File: src/rtl/ps2_kbd_rx_pkg.sv
// Shared PS/2 keyboard constants, the frame-to-FIFO write record and the frame check.
package ps2_kbd_rx_pkg;
  localparam int         PS2_FRAME_BITS = 11;
  localparam logic [7:0] PS2_BREAK      = 8'hF0;
  localparam logic [7:0] PS2_EXT        = 8'hE0;

  typedef struct packed {
    logic       vld;
    logic [7:0] code;
  } ps2_wr_t;

  // sh holds {par, d7..d0, start} once ten bits are in; stop is the bit arriving now.
  function automatic logic frame_ok(input logic [9:0] sh, input logic stop);
    return !sh[0] && stop && (^sh[9:1]);
  endfunction
endpackage

File: src/rtl/ps2_fifo.sv
// Show-ahead FIFO with wrap-bit pointers; a push into a full FIFO is accepted only alongside a pop.
module ps2_fifo #(
  parameter int AW = 3,
  parameter int W  = 8
) (
  input  logic         clk,
  input  logic         clr,
  input  logic         push,
  input  logic         pop,
  input  logic [W-1:0] din,
  output logic [W-1:0] dout,
  output logic         full,
  output logic         empty
);
  logic [W-1:0] mem [2**AW];
  logic [AW:0]  wr_ptr, rd_ptr;
  logic         do_pop, do_push;

  assign empty   = (wr_ptr == rd_ptr);
  assign full    = (wr_ptr[AW] != rd_ptr[AW]) && (wr_ptr[AW-1:0] == rd_ptr[AW-1:0]);
  assign do_pop  = pop && !empty;
  assign do_push = push && (!full || do_pop);
  assign dout    = mem[rd_ptr[AW-1:0]];

  always_ff @(posedge clk) begin
    if (clr) begin
      wr_ptr <= '0;
      rd_ptr <= '0;
    end else begin
      if (do_push) wr_ptr <= wr_ptr + 1'b1;
      if (do_pop)  rd_ptr <= rd_ptr + 1'b1;
    end
  end

  // Storage is deliberately left out of reset.
  always_ff @(posedge clk) begin
    if (do_push) mem[wr_ptr[AW-1:0]] <= din;
  end
endmodule

File: src/rtl/ps2_kbd_rx.sv
// PS/2 keyboard receiver: pin sync, 11-bit frame deserialiser with mid-frame timeout, scan-code FIFO.
module ps2_kbd_rx
  import ps2_kbd_rx_pkg::*;
#(
  parameter int FIFO_AW     = 3,
  parameter int TIMEOUT_CYC = 50000
) (
  input  logic       clk,
  input  logic       clr,
  input  logic       ps2_clk,
  input  logic       ps2_data,
  input  logic       nextdata_n,
  output logic [7:0] data,
  output logic       ready,
  output logic       overflow,
  output logic       frame_err
);
  localparam int         TW       = $clog2(TIMEOUT_CYC + 1);
  localparam logic [3:0] LAST_BIT = 4'(PS2_FRAME_BITS - 1);

  logic [1:0]    clk_sync, dat_sync;
  logic          clk_prev, fe;
  logic [3:0]    bit_cnt;
  logic [9:0]    shreg;
  logic [TW-1:0] tmo_cnt;
  ps2_wr_t       wr;
  logic          full, empty, pop_fire;

  always_ff @(posedge clk) begin
    if (clr) begin
      clk_sync <= 2'b11;
      dat_sync <= 2'b11;
      clk_prev <= 1'b1;
    end else begin
      clk_sync <= {clk_sync[0], ps2_clk};
      dat_sync <= {dat_sync[0], ps2_data};
      clk_prev <= clk_sync[1];
    end
  end

  assign fe = clk_prev && !clk_sync[1];

  always_ff @(posedge clk) begin
    if (clr) begin
      bit_cnt   <= '0;
      shreg     <= '0;
      tmo_cnt   <= '0;
      wr        <= '0;
      frame_err <= 1'b0;
    end else begin
      wr.vld    <= 1'b0;
      frame_err <= 1'b0;
      if (fe) begin
        tmo_cnt <= '0;
        if (bit_cnt == LAST_BIT) begin
          bit_cnt <= '0;
          if (frame_ok(shreg, dat_sync[1])) wr <= '{vld: 1'b1, code: shreg[8:1]};
          else                              frame_err <= 1'b1;
        end else begin
          shreg   <= {dat_sync[1], shreg[9:1]};
          bit_cnt <= bit_cnt + 1'b1;
        end
      end else if (bit_cnt == '0) begin
        tmo_cnt <= '0;
      end else if (tmo_cnt == TW'(TIMEOUT_CYC - 1)) begin
        // Stalled mid-frame: drop the partial frame quietly and wait for a new start bit.
        tmo_cnt <= '0;
        bit_cnt <= '0;
      end else begin
        tmo_cnt <= tmo_cnt + 1'b1;
      end
    end
  end

  assign pop_fire = !nextdata_n && !empty;
  assign ready    = !empty;

  always_ff @(posedge clk) begin
    if (clr)                          overflow <= 1'b0;
    else if (wr.vld && full && !pop_fire) overflow <= 1'b1;
  end

  ps2_fifo #(.AW(FIFO_AW), .W(8)) u_fifo (
    .clk   (clk),
    .clr   (clr),
    .push  (wr.vld),
    .pop   (!nextdata_n),
    .din   (wr.code),
    .dout  (data),
    .full  (full),
    .empty (empty)
  );
endmodule
File: config.mk
export PLATFORM = sky130hd
export DESIGN_NAME = ps2_kbd_rx
export DESIGN_NICKNAME = d
export VERILOG_FILES = /design/src/rtl/ps2_kbd_rx_pkg.sv /design/src/rtl/ps2_fifo.sv /design/src/rtl/ps2_kbd_rx.sv
export SDC_FILE = /design/constraint.sdc
export NUM_CORES = 1
export LEC_CHECK = 0
export ABC_AREA = 0
export CORE_ASPECT_RATIO = 0.8
export CORE_MARGIN = 3
export CORE_UTILIZATION = 53
export DETAILED_ROUTE_END_ITERATION = 16
export PLACE_DENSITY = 0.7
export SLEW_MARGIN = 25
export SYNTH_ARGS = -nofsm -noshare
export SYNTH_HDL_FRONTEND = slang
export SYNTH_SLANG_ARGS = --single-unit
File: constraint.sdc
create_clock -name clk -period 2.9 [get_ports clk]
set_clock_uncertainty 0.15 [all_clocks]
set_input_delay 0.435 -clock clk [delete_from_list [all_inputs] [get_ports clk]]
set_output_delay 0.435 -clock clk [all_outputs]
set_load 0.005 [all_outputs]
==> results by group, run 1 <==
Timing
  • Setup total negative slack: 0 ps
  • Final worst-path cycle share: 96.1%
  • Maximum clock rate: 359 MHz
  • Setup repair after global routing missed its margin: false
  • Worst slew margin: 44.6%
  • Min Tclk post-route: 2790 ps
  • Count of endpoints failing hold in the final timing report: 0
  • Number of failing setup endpoints in the final timing report: 0
  • Fin. max-slew vios: 0
  • Transition time at the pin with the least slew margin: 828 ps
  • Smallest hold slack: 253 ps

Power and ir drop
  • Net load switching power: 0.750 mW
  • Maximum vdd ir drop: 0.705 mV
  • Total power per unit cell area: 702 nW/um2
  • Reported leakage power: 2.07 nW
  • Combinational group share of total power: 1.0%
  • Fraction of power spent switching nets: 18.4%
  • Part of the power in the clock network: 55.0%
  • Internal Power: 3.33 mW
  • Total chip power: 4.08 mW
  • Sequential fraction of design power: 44.0%

Setup path
  • CP Capture Type: output pin
  • Arr. time, crit path: 2200 ps
  • Startpoint type of the worst setup path: register
  • CP max-delay cell: sky130_fd_sc_hd__mux4_2
  • Maximum net fanout on the critical path: 16
  • Delay of the slowest critical-path stage: 530 ps
  • Crit Path Class: reg -> out
  • WP data required: 2320 ps
  • Number of buffers and inverters on the critical path: 2
  • Crit path cell chain: buf_12, mux4_2, mux2_2, clkdlybuf4s50_1
  • CP delay by family, top: multiplexers

Drt
  • Number of nets with antenna violations after detailed routing: 0
  • Remaining routing DRC violations: 0
  • Number of vias after detailed routing: 2,820
  • Count of TritonRoute iterations in the first routing pass: 5
  • Routed wire per std cell: 17.4 um
  • Final WL: 8.97 mm
  • Via density per instance: 5.48
  • Initial detailed-routing violation count: 181

Cells and area
  • Most common library cell in the layout ignoring fill and taps: sky130_fd_sc_hd__edfxtp_1
  • Number of antenna repair diodes: 0
  • Share of layout cells above drive strength 1: 19.1%
  • FILL cells: 595
  • Number of standard cells in the layout, taps in and fillers out: 515
  • Synthesis-to-finish area growth: 20.2%
  • Commonest non-fill, non-tap cells in the layout: sky130_fd_sc_hd__edfxtp_1 (64), sky130_fd_sc_hd__dfxtp_1 (57), sky130_fd_sc_hd__nor2_1 (46)
  • # nets final: 401
  • Final instance area: 5810 um2

Clock tree
  • Hold buffer count at cts: 0
  • Clock network latency to the later pin of the worst-skew pair: 400 ps
  • Clock buffer depth: 2
  • Clk slew on worst S/H paths: 50 ps
  • CTS resizes: 0
  • Number of buffers inserted during clock tree synthesis: 17
  • Post-CTS Repair Setup Buffers: 0
  • Master cell of the clock root buffer: sky130_fd_sc_hd__clkbuf_16
  • Number of sinks on the clock net: 121
  • Level count of the clock H-tree: 4
  • CTS tree: yes

Yosys
  • Unique masters post-synth: 42
  • Combined area of all synthesized cells: 4830 um2
  • Avg Inst Size Synth: 13.5 um2
  • Synthesized instance count: 358
  • Number of nets in the synthesized netlist: 369
  • Synth warn: 0
  • Sequential-to-total area share from yosys stat: 63.4%
  • Register bit count reported by yosys: 121

Placed design
  • Buffers on Ports: 15
  • Post-DP Area: 5150 um2
  • Routability congestion estimate from global placement: 0.775
  • Cell count after placement: 483
  • Detailed placer's ending HPWL: 5.70 mm

Die
  • Count of standard-cell rows: 30
  • Core Box Area: 8670 um2
  • Die width: 113 um
  • Die outline height: 91.4 um
  • Total die area: 10,300 um2
  • I/O pin cnt: 16
  • Effective utilization at floorplan: 55.7%

GRT
  • First-pass GRT wire length: 14.5 mm
  • Aggregate global routing overflow: 0
  • Overall global routing resource usage: 18.9%
  • Via count of the first global-routing pass: 2,806
  • Maximum number of pins on one net before global-route repair: 40
  • Number of antenna violations at the first check in global routing: 0

Job
  • Maxcap violations: 0

Run status
  • Status: completed

Hold path
  • Worst Hold Class: reg -> reg
[power groups by stage]
| stage | registers, mW | logic, mW | clock network (mW) |
|---|---|---|---|
| finish | 1.80 | 0.0387 | 2.24 |
| global route | 1.79 | 0.0433 | 2.35 |
| CTS | 1.80 | 0.0392 | 2.27 |
| detailed placement | 1.83 | 0.0391 | 0 |
| global placement | 1.83 | 0.0383 | 0 |
| floorplan | 1.83 | 0.0289 | 0 |
[metal layers]
metal / share of wire (%) / vias to the layer above / track usage (%)
li1: - / 1365 / -
met1: 46 / 1385 / 25.1
met2: 48 / 64 / 28.9
met3: 5.2 / 6 / 6.40
met4: 0.80 / 0 / 6.81
met5: 0 / - / 0
[final timing paths]
check	from	to	slack, ps	cells past startpoint
max	register	data[5]	110	4
min	clk_sync[0]	clk_sync[1]	250	1
max reg2reg	u_fifo.wr_ptr[0]	u_fifo.mem[4][1]	680	7
min reg2reg	clk_sync[0]	clk_sync[1]	250	1
[layout make-up]
class	count	area, um2	share of cell area [%]
clock buffer	25	561	9.65
clock inverter	7	95.1	1.64
inverter	4	15.0	0.259
multi-input combinational	219	1680	28.9
sequential	121	3060	52.7
tap	112	140	2.41
timing repair buffer	27	253	4.35
[through the flow]
stage          util [%]  setup slack (ps)
6_report           67.0               112
4_1_cts            67.0              73.8
5_1_grt            67.0              34.4
2_1_floorplan         -               486
3_5_place_dp       59.4               521
3_3_place_gp       59.4               540
[flip-flops by register name (all words and copies together), names as in the netlist, named ones only]
| signal | flops |
|---|---|
| tmo_cnt | 16 |
| u_fifo.wr_ptr | 4 |
| bit_cnt | 4 |
| overflow | 1 |
| u_fifo.rd_ptr | 4 |
| shreg | 10 |
| clk_prev | 1 |
| u_fifo.mem | 64 |
| frame_err | 1 |
| clk_sync | 2 |
| dat_sync | 2 |
| wr | 9 |
[cell usage after synthesis]
| cell | instances | area (um2) |
|---|---|---|
| sky130_fd_sc_hd__buf_1 | 2 | 7.51 |
| sky130_fd_sc_hd__a211oi_1 | 1 | 7.51 |
| sky130_fd_sc_hd__and3_1 | 4 | 25.0 |
| sky130_fd_sc_hd__xnor2_1 | 11 | 96.3 |
| sky130_fd_sc_hd__and3b_1 | 1 | 8.76 |
| sky130_fd_sc_hd__nor4b_4 | 1 | 23.8 |
| sky130_fd_sc_hd__inv_1 | 4 | 15.0 |
| sky130_fd_sc_hd__or2_1 | 1 | 6.26 |
| sky130_fd_sc_hd__edfxtp_1 | 64 | 1920 |
| sky130_fd_sc_hd__nor4_1 | 4 | 25.0 |
| sky130_fd_sc_hd__o211ai_1 | 2 | 15.0 |
| sky130_fd_sc_hd__a41oi_1 | 2 | 17.5 |
| sky130_fd_sc_hd__or3_1 | 1 | 6.26 |
| sky130_fd_sc_hd__dfxtp_1 | 57 | 1140 |
| sky130_fd_sc_hd__nor3_1 | 6 | 30.0 |
| sky130_fd_sc_hd__mux4_2 | 16 | 360 |
| sky130_fd_sc_hd__or2_2 | 5 | 31.3 |
| sky130_fd_sc_hd__nand2b_1 | 3 | 18.8 |
| sky130_fd_sc_hd__a21oi_1 | 14 | 70.1 |
| sky130_fd_sc_hd__or2b_2 | 2 | 17.5 |
| sky130_fd_sc_hd__dlygate4sd1_1 | 2 | 17.5 |
| sky130_fd_sc_hd__a22oi_1 | 1 | 7.51 |
| sky130_fd_sc_hd__nor2_1 | 46 | 173 |
| sky130_fd_sc_hd__xnor3_2 | 1 | 23.8 |
| sky130_fd_sc_hd__ha_1 | 6 | 75.1 |
| sky130_fd_sc_hd__buf_2 | 1 | 5.00 |
| sky130_fd_sc_hd__xor2_1 | 17 | 149 |
| sky130_fd_sc_hd__nand3b_1 | 1 | 7.51 |
| sky130_fd_sc_hd__mux2i_1 | 10 | 100 |
| sky130_fd_sc_hd__nand3_1 | 9 | 45.0 |
| sky130_fd_sc_hd__nand2_1 | 31 | 116 |
| sky130_fd_sc_hd__mux2i_4 | 1 | 22.5 |
| sky130_fd_sc_hd__and4_1 | 2 | 17.5 |
| sky130_fd_sc_hd__xnor3_1 | 1 | 22.5 |
| sky130_fd_sc_hd__nor2b_1 | 2 | 12.5 |
| sky130_fd_sc_hd__clkbuf_1 | 8 | 30.0 |
| sky130_fd_sc_hd__nor4_2 | 1 | 12.5 |
| sky130_fd_sc_hd__mux2_2 | 8 | 90.1 |
| sky130_fd_sc_hd__nand4_1 | 5 | 31.3 |
| sky130_fd_sc_hd__o21ai_1 | 2 | 10.0 |
| sky130_fd_sc_hd__clkbuf_8 | 1 | 13.8 |
| sky130_fd_sc_hd__o21ai_0 | 1 | 5.00 |
[logic make-up (layout without fill, tap and decap cells)]
kind of cell / Yosys count / count (layout) / synth area share, %
AOI/OAI and AO/OA: 23 / 23 / 2.74
xor gates and xnor gates: 30 / 30 / 6.03
adders and majority gates: 6 / 6 / 1.55
buffers and inverters: 18 / 63 / 1.84
DFF: 121 / 121 / 63.4
muxes: 35 / 35 / 11.9
and+or+nand+nor: 125 / 125 / 12.6
Power figures use the tool's default switching activity.
==> run 2, diff against run 1 <==
- CTS_CLUSTER_SIZE: default -> 16
- GPL_TIMING_DRIVEN: default -> 0
==> run 2 against run 1 <==
Compared with the run above:
- register-to-register slack lost 510 ps
- setup slack lost 27 ps
- global-route usage grew 0.79 points
- cell area is 0.50% higher
- critical path depth stayed put
- core utilization grew 0.33 points
- largest cell class unchanged
- wire length increased by 3.1%
- largest power group unchanged
- non-clock buffer count grew 4
- maximum frequency shrank 0.96%
==> results by group, run 2 (same netlist as run 1, synthesis figures left out) <==
Drt
  • Final WL: 9.25 mm (+3.1%)
  • Number of vias after detailed routing: 2,848 (+0.99%)
  • Routed wire per std cell: 17.8 um (+2.3%)
  • Number of nets with antenna violations after detailed routing: 0 (unchanged)
  • Via density per instance: 5.49 (+0.21%)
  • Initial detailed-routing violation count: 178 (-1.7%)
  • Remaining routing DRC violations: 0 (unchanged)
  • Count of TritonRoute iterations in the first routing pass: 5 (unchanged)

Setup path
  • Destination of the worst register-to-register timing path: u_fifo.mem[0][4]
  • WP data required: 2320 ps (about the same)
  • Delay of the slowest critical-path stage: 460 ps (-70 ps)
  • Arr. time, crit path: 2230 ps (+30 ps)
  • Critical register-to-register path startpoint: u_fifo.wr_ptr[0]
  • CP delay by family, top: buffers and inverters
  • Maximum net fanout on the critical path: 10 (-6)
  • Crit Path Class: reg -> out
  • CP max-delay cell: sky130_fd_sc_hd__dfxtp_2
  • Depth of the worst register-to-register path: 6 (-1)
  • Crit path cell chain: clkbuf_4, mux4_2, mux2_2, clkdlybuf4s50_1
  • Startpoint type of the worst setup path: register
  • CP Capture Type: output pin
  • Worst-case register-to-register setup slack: 170 ps (-510 ps)
  • Number of buffers and inverters on the critical path: 2 (unchanged)

Placed design
  • Detailed placer's ending HPWL: 5.59 mm (-1.9%)
  • Cell count after placement: 487 (+0.83%)
  • Buffers on Ports: 15 (unchanged)
  • Worst slack, placed: -243 ps (-764 ps)
  • Post-DP Area: 5160 um2 (+0.24%)
  • Routability congestion estimate from global placement: 0.744 (-4.0%)

Die
  • Total die area: 10,300 um2 (unchanged)
  • Die outline height: 91.4 um (unchanged)
  • Die width: 113 um (unchanged)
  • I/O pin cnt: 16 (unchanged)
  • Core Box Area: 8670 um2 (unchanged)
  • Count of standard-cell rows: 30 (unchanged)
  • Effective utilization at floorplan: 55.7% (unchanged)

Clock tree
  • Master cell of the clock root buffer: sky130_fd_sc_hd__clkbuf_16
  • Clock network latency to the later pin of the worst-skew pair: 410 ps (about the same)
  • Number of buffers inserted during clock tree synthesis: 17 (unchanged)
  • Level count of the clock H-tree: 4 (unchanged)
  • Hold buffer count at cts: 0 (unchanged)
  • CTS tree: yes
  • Clk slew on worst S/H paths: 50 ps (about the same)
  • Clock buffer depth: 2 (unchanged)
  • Number of sinks on the clock net: 121 (unchanged)

GRT
  • Overall global routing resource usage: 19.7% (+0.79 points)
  • Via count of the first global-routing pass: 2,845 (+1.4%)
  • Number of antenna violations at the first check in global routing: 0 (unchanged)
  • Aggregate global routing overflow: 0 (unchanged)
  • First-pass GRT wire length: 15.3 mm (+5.3%)
  • Maximum number of pins on one net before global-route repair: 17 (-57%)

Timing
  • Setup repair after global routing missed its margin: true
  • Final setup slack of the worst path: 84.7 ps (-26.9 ps)
  • Smallest hold slack: 267 ps (+13.8 ps)
  • Count of endpoints failing hold in the final timing report: 0 (unchanged)
  • Maximum clock rate: 355 MHz (-0.96%)
  • Final worst-path cycle share: 97.1% (+0.93 points)
  • Setup total negative slack: 0 ps (unchanged)
  • Fin. max-slew vios: 0 (unchanged)
  • Number of failing setup endpoints in the final timing report: 0 (unchanged)
  • Min Tclk post-route: 2820 ps (+26.9 ps)
  • Transition time at the pin with the least slew margin: 833 ps (+5.33 ps)
  • Worst slew margin: 44.2% (-0.45 points)

Cells and area
  • Most common library cell in the layout ignoring fill and taps: sky130_fd_sc_hd__edfxtp_1
  • Commonest non-fill, non-tap cells in the layout: sky130_fd_sc_hd__edfxtp_1 (64), sky130_fd_sc_hd__dfxtp_1 (55), sky130_fd_sc_hd__nor2_1 (44)
  • Synthesis-to-finish area growth: 20.8%
  • # nets final: 405 (+1.0%)
  • Number of standard cells in the layout, taps in and fillers out: 519 (+0.78%)
  • Share of layout cells above drive strength 1: 19.9% (+0.80 points)
  • Max reg flops: 64 (unchanged)
  • Number of antenna repair diodes: 0 (unchanged)
  • Final instance area: 5840 um2 (+0.50%)

Hold path
  • Worst hold stages: 1 (unchanged)
  • Worst Hold Class: reg -> reg
  • End point of the most critical hold path: clk_sync[1]
  • Worst hold start: clk_sync[0]

Power and ir drop
  • Reported leakage power: 2.06 nW (-0.64%)
  • Maximum vdd ir drop: 0.386 mV (-45%)
  • Total power per unit cell area: 698 nW/um2 (-0.61%)

Run status
  • Status: completed

Job
  • Maxcap violations: 0 (unchanged)
[run 2: cell types whose count changed in the layout (fill, tap and decap cells not counted), moves of 2 or more]
cell / previous run / this run
sky130_fd_sc_hd__inv_4: 2 / 0
sky130_fd_sc_hd__dlygate4sd1_1: 0 / 2
sky130_fd_sc_hd__nor2_2: 0 / 2
sky130_fd_sc_hd__dfxtp_1: 57 / 55
sky130_fd_sc_hd__bufinv_16: 2 / 5
sky130_fd_sc_hd__clkinv_2: 0 / 4
sky130_fd_sc_hd__nor3_1: 6 / 2
sky130_fd_sc_hd__clkbuf_1: 2 / 7
sky130_fd_sc_hd__buf_4: 11 / 4
sky130_fd_sc_hd__clkbuf_16: 21 / 17
sky130_fd_sc_hd__nor3_2: 0 / 3
sky130_fd_sc_hd__nor2_1: 46 / 44
[run 2: worst max-delay path by stage]
stage / start / end / depth (start not counted)
after floorplan: u_fifo.wr_ptr[0] / u_fifo.mem[4][0] / 6
final: register / data[5] / 4
after CTS: u_fifo.wr_ptr[0] / u_fifo.mem[5][3] / 6
after detailed placement: register / data[5] / 5
after global routing: u_fifo.wr_ptr[0] / u_fifo.mem[5][3] / 6
after global placement: nextdata_n / u_fifo.mem[0][2] / 4
[run 2: what timing repair did]
action	4_1_cts	5_1_grt
resized for setup	9	2
cloned	0	0
buffers inserted	2	0
setup endpoints to repair	9	16
[run 2: worst register-to-register path, cell delays in order, from the launching register on]
cell,delay (ps)
sky130_fd_sc_hd__dfxtp_1,330
sky130_fd_sc_hd__clkbuf_1,380
sky130_fd_sc_hd__xnor2_1,190
sky130_fd_sc_hd__nand3_1,190
sky130_fd_sc_hd__o21ai_1,280
sky130_fd_sc_hd__nor4_2,650
sky130_fd_sc_hd__buf_4,280
[run 2: layout make-up]
| cell class | instances | area, um2 |
|---|---|---|
| inverter | 4 | 15.0 |
| timing repair buffer | 19 | 180 |
| buffer | 12 | 80.1 |
| multi-input combinational | 219 | 1720 |
| clock inverter | 14 | 205 |
| sequential | 121 | 3070 |
| fill | 616 | 2840 |
| clock buffer | 18 | 429 |
| tap | 112 | 140 |
[run 2: through the flow]
stage	util (%)	power, mW
6_report	67.3	4.07
5_1_grt	67.3	4.19
4_1_cts	67.2	4.11
3_5_place_dp	59.6	1.87
3_3_place_gp	59.1	1.87
2_1_floorplan	-	1.86
[run 2: layer usage]
layer	routed length [um]	GRT usage, %	vias to the layer above
met5	0	0	-
met2	4440	29.5	77
met4	69	7.61	0
met1	4250	27.1	1392
met3	494	5.73	8
li1	-	-	1371
[run 2: power breakdown]
| group | total [mW] | switching, mW | internal (mW) |
|---|---|---|---|
| Sequential | 1.79 | 0.00341 | 1.79 |
| Combinational | 0.0435 | 0.0257 | 0.0178 |
| Clock | 2.23 | 0.720 | 1.51 |
| Total | 4.07 | 0.749 | 3.32 |
